File: src/rtl/serial_addsub.sv
// Bit-serial adder/subtractor: one full-adder cell, operands consumed LSB first.
// Optional signed-overflow output enabled by defining SERIAL_ADDSUB_OVF_EN.
module serial_addsub #(
  parameter int WIDTH = 8
) (
  input  logic             clk,
  input  logic             rst_n,
  input  logic             start,
  input  logic             sub,
  input  logic [WIDTH-1:0] a,
  input  logic [WIDTH-1:0] b,
  output logic             busy,
  output logic             done,
  output logic [WIDTH-1:0] result,
  output logic             cout,
  output logic             overflow
);

  localparam int CW = (WIDTH > 2) ? $clog2(WIDTH) : 1;

  typedef enum logic [1:0] {S_IDLE, S_SHIFT, S_DONE} state_t;

  state_t           r_state;
  state_t           w_state_next;
  logic [CW-1:0]    r_count;
  logic [WIDTH-1:0] r_a_sr;
  logic [WIDTH-1:0] r_b_sr;
  logic [WIDTH-2:0] r_res_sr;
  logic             r_carry;
  logic [WIDTH-1:0] r_result;
  logic             r_cout;

  logic             w_sum;
  logic             w_carry_next;
  logic             w_last;
  logic             w_accept;
  logic [WIDTH-1:0] w_res_shift;

  assign w_sum        = r_a_sr[0] ^ r_b_sr[0] ^ r_carry;
  assign w_carry_next = (r_a_sr[0] & r_b_sr[0]) | ((r_a_sr[0] ^ r_b_sr[0]) & r_carry);
  assign w_last       = (r_count == CW'(WIDTH - 1));
  assign w_accept     = (r_state == S_IDLE) && start;
  // Newest sum bit enters at the MSB; after WIDTH shifts bit 0 holds the LSB.
  assign w_res_shift  = {w_sum, r_res_sr};

  always_ff @(posedge clk) begin
    if (!rst_n) r_state <= S_IDLE;
    else        r_state <= w_state_next;
  end

  always_comb begin
    w_state_next = r_state;
    case (r_state)
      S_IDLE:  if (start) w_state_next = S_SHIFT;
      S_SHIFT: if (w_last) w_state_next = S_DONE;
      S_DONE:  w_state_next = S_IDLE;
      default: w_state_next = S_IDLE;
    endcase
  end

  always_comb begin
    busy = (r_state == S_SHIFT);
    done = (r_state == S_DONE);
  end

  always_ff @(posedge clk) begin
    if (!rst_n) begin
      r_count  <= '0;
      r_a_sr   <= '0;
      r_b_sr   <= '0;
      r_res_sr <= '0;
      r_carry  <= 1'b0;
      r_result <= '0;
      r_cout   <= 1'b0;
    end else if (w_accept) begin
      // Subtraction is a + ~b + 1, the +1 entering as the initial carry.
      r_a_sr  <= a;
      r_b_sr  <= sub ? ~b : b;
      r_carry <= sub;
      r_count <= '0;
    end else if (r_state == S_SHIFT) begin
      r_a_sr   <= r_a_sr >> 1;
      r_b_sr   <= r_b_sr >> 1;
      r_carry  <= w_carry_next;
      r_res_sr <= w_res_shift[WIDTH-1:1];
      r_count  <= r_count + CW'(1);
      if (w_last) begin
        r_result <= w_res_shift;
        r_cout   <= w_carry_next;
      end
    end
  end

`ifdef SERIAL_ADDSUB_OVF_EN
  logic r_overflow;

  // On the last SHIFT cycle r_carry is the carry into the MSB.
  always_ff @(posedge clk) begin
    if (!rst_n) r_overflow <= 1'b0;
    else if (r_state == S_SHIFT && w_last) r_overflow <= r_carry ^ w_carry_next;
  end

  assign overflow = r_overflow;
`else
  assign overflow = 1'b0;
`endif

  assign result = r_result;
  assign cout   = r_cout;

endmodule

File: config.mk
export PLATFORM = sky130hd
export DESIGN_NAME = serial_addsub
export DESIGN_NICKNAME = d
export VERILOG_FILES = /design/src/rtl/serial_addsub.sv
export SDC_FILE = /design/constraint.sdc
export NUM_CORES = 1
export LEC_CHECK = 0
export ABC_AREA = 1
export BUFFER_PORTS_ARGS = -buffer_cell sky130_fd_sc_hd__buf_4
export CORE_MARGIN = 2
export CORE_UTILIZATION = 37
export DETAILED_ROUTE_END_ITERATION = 8
export GPL_TIMING_DRIVEN = 0
export MAX_ROUTING_LAYER = met4
export PLACE_DENSITY = 0.65
export SETUP_SLACK_MARGIN = 0.05
export SLEW_MARGIN = 20
export SYNTH_ARGS = -nofsm -noshare
export SYNTH_HDL_FRONTEND = slang
export SYNTH_SLANG_ARGS = --single-unit
File: constraint.sdc
create_clock -name clk -period 2.9 [get_ports clk]
set_input_delay 0.29 -clock clk [delete_from_list [all_inputs] [get_ports clk]]
set_output_delay 0.29 -clock clk [all_outputs]
set_load 0.02 [all_outputs]
# Word level (Yosys, flattened, before mapping)
# Cells that the tools add are included.
# W data, S select, Z words.
op_classes:
  order_cmp: 0
  div: 0
  reduce_logical: 7
  bitwise_logic: 8
  mux: 10
  multipliers: 0
  eq_ne: 5
  shifts: 0
  addsub: 1
ops:
  columns: ["cell", "n"]
  rows:
  - ["$mux W8", 5]
  - ["$not A8 Y8", 1]
  - ["$mux W2", 2]
  - ["$pmux W2 S2", 1]
  - ["$reduce_and A2 Y1", 2]
  - ["$add A3 B1 Y3 const B", 1]
  - ["$eq A3 B3 Y1 const B", 1]
  - ["$reduce_and A3 Y1", 1]
  - ["$and A1 B1 Y1", 2]
  - ["$eq A2 B1 Y1 const B", 1]
  - ["$eq A2 B2 Y1 const B", 1]
  - ["$logic_not A2 Y1", 1]
  - ["$mux W1", 2]
  - ["$ne A2 B1 Y1 const B", 1]
  - ["$ne A2 B2 Y1 const B", 1]
  - ["$not A1 Y1", 2]
  - ["$reduce_bool A2 Y1", 1]
  - ["$reduce_or A2 Y1", 1]
  - ["$xor A1 B1 Y1", 2]
  - ["$logic_and A1 B1 Y1", 1]
  - ["$or A1 B1 Y1", 1]
word_totals:
  regBits: 38
  out_inout_bits: 12
  n_memories: 0
  mem_bits_rw: 0
  word_cells: 39
  input_bits: 20
  mem_bits_ro: 0
  latchBits: 0

# Depth between registers and ports, before layout
depth:
  ltp_word: 5
  depth_mapped: 8
  ltp_nobuf: 7

# Least setup slack after synthesis
# Ideal clock, no wire load.
synth_timing:
  path_type: "register to register"
  startpoint: "register r_count[0]"
  endpoint: "register r_cout, in the netlist cout"
  setup_time_ps: 132
  arrival_ps: 1197
  synth_period_minus_slack_ps: 1329
  path_stages_with_launch: 7
  t_required_ps: 2768
  n_path_buf: 1
  slack_ps: 1571
  cell_sequence: "dfxtp_1 > ha_1 > ha_1 > clkbuf_1 > nand2_1 > nand2_1 > a21oi_1"
synth_between:
  elab_chain_cells: 2
synth_lines:
  columns: ["element", "line_no", "source"]
  rows:
  - ["start, declared", "25", "logic [CW-1:0] r_count;"]
  - ["start signal, assigned", "86", "r_count <= r_count + CW'(1);"]
  - ["$eq A3 B3 Y1", "41", "assign w_last = (r_count == CW'(WIDTH - 1));"]
  - ["$reduce_and A3 Y1 (no source line)", null, null]
  - ["end signal, assigned", "89", "r_cout <= w_carry_next;"]
  - ["end, declared", "31", "logic r_cout;"]
# Every way passes these cells.
# A chain may end at the register's enable or synchronous reset.

# Worst setup path in the final report
layout_timing:
  startpoint: "register r_count[0]"
  endpoint: "register r_result[1], in the netlist result[1]"
layout_between:
  elab_chain_cells: 2
layout_lines:
  columns: ["element", "line_no", "source"]
  rows:
  - ["$eq A3 B3 Y1", "41", null]
  - ["$reduce_and A3 Y1 (no source line)", null, null]
  - ["end signal, assigned", "88", "r_result <= w_res_shift;"]
  - ["end, declared", "30", "logic [WIDTH-1:0] r_result;"]
# Every way passes these cells.

==> metrics.csv <==
metric;value;unit
status;finished clean;
synth_adder_area_share;0.0247;
p_int;0.000819;W
async_flop_share;0;
clockBufferDepth;2;
cts.sinks;38;
nets;315;
p_leak;1.11;nW
synth_top_family_by_area;simple AND/OR/NAND/NOR gates;
io_pins;32;
synthesis.nets;280;
p_sw_frac;0.271;
slew_headroom;0.637;
hpwl;2800;microns
yosys-top-cells-area;dfxtp_1 (42%), nand2_1 (15%), nand3_1 (9.0%), inv_1 (5.3%), nor2_1 (5.3%);
yosysUniqueCellTypes;25;
hold_viol;0;
crit_path_top_delay_cell;clkbuf_1;
drtAntennaViolNets;0;
arrival;1810;ps
finalSetupViolCount;0;
postCtsHoldBufs;0;
rsz0062_at_grt;no;
first_pass_iters;4;
switching_power;0.000305;W
avgSynthCellArea;7.11;sq um
hp-class;input port to flop;
worstSetupStartpointType;flop;
worst-path-buf-inv;1;
core_area;0.00475;sq mm
critPathTopFamily;simple AND/OR/NAND/NOR gates;
path_clk_slew;70;ps
cap_violations;0;
cp_cell_sequence;ha_1, ha_1, clkbuf_1, nand2_1, nand2_1, a21oi_1;
yosysWarnings;0;
viasPerCell;4.57;
synth-main-ff-cell;dfxtp_1;
fp.dieArea;0.00552;sq mm
path_class;flop to flop;
route.detailed.drc;0;
postRouteWirelength;3810;microns
postLayoutCoreUtil;0.465;
min_period;1660;ps
powerDensity;508;mW/mm^2
synth-xor-area-share;0.00959;
globalRouteOverflowTotal;0;
skew;6.33;ps
synth_simple_gate_area_frac;0.362;
die_h;74.3;microns
tns;0;ps
vias;1646;
clk_latency;290;ps
cp_max_fo;10;
clkPwrFrac;0.335;
worst_path_largest_cell_delay;370;ps
fin_crit_sh;0.574;
slew_viol_final;0;
die_x;74.3;microns
portBuffers;28;
synth_mux_area_frac;0;
grtUsageTotal;0.159;
antenna_found_initial;0;
synth_edf_count;0;
tightest_slew;544;ps
area_delta_synth_final;21.1;%
start_util;0.384;
ir_drop;457;uV
synth_area;0.00183;sq mm
cts_tree;yes;
htree_levels;2;
diodes;0;
grt_max_degree;12;
drive_above_1_share;0.195;
ys_top_cells_by_count;nand2_1 (74), dfxtp_1 (38), nand3_1 (33);
cts_resized;0;
core.rowCount;25;
required;3050;ps
grt_pass1_wl;6580;microns
yosys.area.top_type_share;0.416;
ys_seq_area_frac;0.416;
synthCells;257;
power_frac_comb;0.160;
yosysTopAreaCell;dfxtp_1;
drt-initial-drc-count;93;
p_seq_frac;0.505;
avgRoutedWirePerCell;10.6;microns
endpoint_kind;flop;
numCtsBuffers;5;
yosysMostFrequentCell;nand2_1;
timing.fmax;601;MHz
routabilityCongestion;0.788;
grt_pass1_vias;1469;
yosys_register_bits;38;
cts-root-buf;clkbuf_8;
synth_compound_area_frac;0.0795;
cts_setup_buffers;0;
logic make-up (layout without fill, tap and decap cells):
kind of cell / Yosys count / after routing
other: 1 / 1
adders and majority gates: 3 / 3
DFF: 38 / 38
xor gates and xnor gates: 2 / 2
and+or+nand+nor: 145 / 145
AOI/OAI and AO/OA: 27 / 27
buffers and inverters: 41 / 77
worst paths after layout:
path | start | slack, ps | endpoint | depth (start not counted)
max | r_count[0] | 1240 | result[1] | 6
min | a[7] | 260 | r_a_sr[7] | 3
max reg2reg | r_count[0] | 1240 | result[1] | 6
min reg2reg | result[3] | 460 | result[3] | 2
cell usage in the layout (no fill, tap or decap), drive strengths merged:
cell type  instances
a211oi             2
a21oi             14
buf               40
clkbuf             9
clkinv             1
conb               1
dfxtp             38
fa                 1
ha                 2
inv               27
nand2             77
nand3             36
nand4              2
nor2              30
o21a               1
o21ai              9
o21bai             1
xor2               2
tightest hold or removal path, stage by stage:
cell and delay [ps]:
buf_4 110, nand2_1 50, a21oi_1 50
state kept, by name, indices dropped and copies added (netlist names):
name / cells
cout: 1
r_b_sr: 8
r_a_sr: 8
result: 8
r_count: 3
r_res_sr: 7
r_state: 2
r_carry: 1
power by group through the flow:
stage          Clock [W]  Sequential (W)  Combinational, W
2_1_floorplan          0        0.000576          0.000132
3_3_place_gp           0        0.000579          0.000179
3_5_place_dp           0        0.000580          0.000182
4_1_cts         0.000381        0.000568          0.000182
5_1_grt         0.000409        0.000571          0.000208
6_report        0.000376        0.000567          0.000180
cell type report:
class	count	area [sq um]
fillers	538	2540
multi-input cells	178	873
flip-flops and latches	38	761
repair buffers	28	210
inverters	27	101
plain buffers	14	91.3
clock buffers	7	86.3
well taps	67	83.8
clock inverters	1	5.00
metrics by stage:
stage | power, W | hold WS, ps | setup slack (ps) | std cells | cell area [sq um]
floorplan | 0.000708 | 433 | 1570 | 257 | 1830
global placement | 0.000757 | 449 | 1220 | 352 | 2120
detailed placement | 0.000761 | 455 | 1210 | 352 | 2120
CTS | 0.00113 | 262 | 1210 | 360 | 2210
global route | 0.00119 | 279 | 1090 | 360 | 2210
finish | 0.00112 | 263 | 1240 | 360 | 2210
layer usage:
| layer | part of all wire | track usage | up-vias |
|---|---|---|---|
| li1 | - | - | 876 |
| met1 | 0.49 | 0.203 | 724 |
| met2 | 0.43 | 0.253 | 41 |
| met3 | 0.063 | 0.0379 | 5 |
| met4 | 0.012 | 0.0417 | 0 |
| met5 | 0 | - | - |
Note: power is estimated with default switching activity, not from simulation.
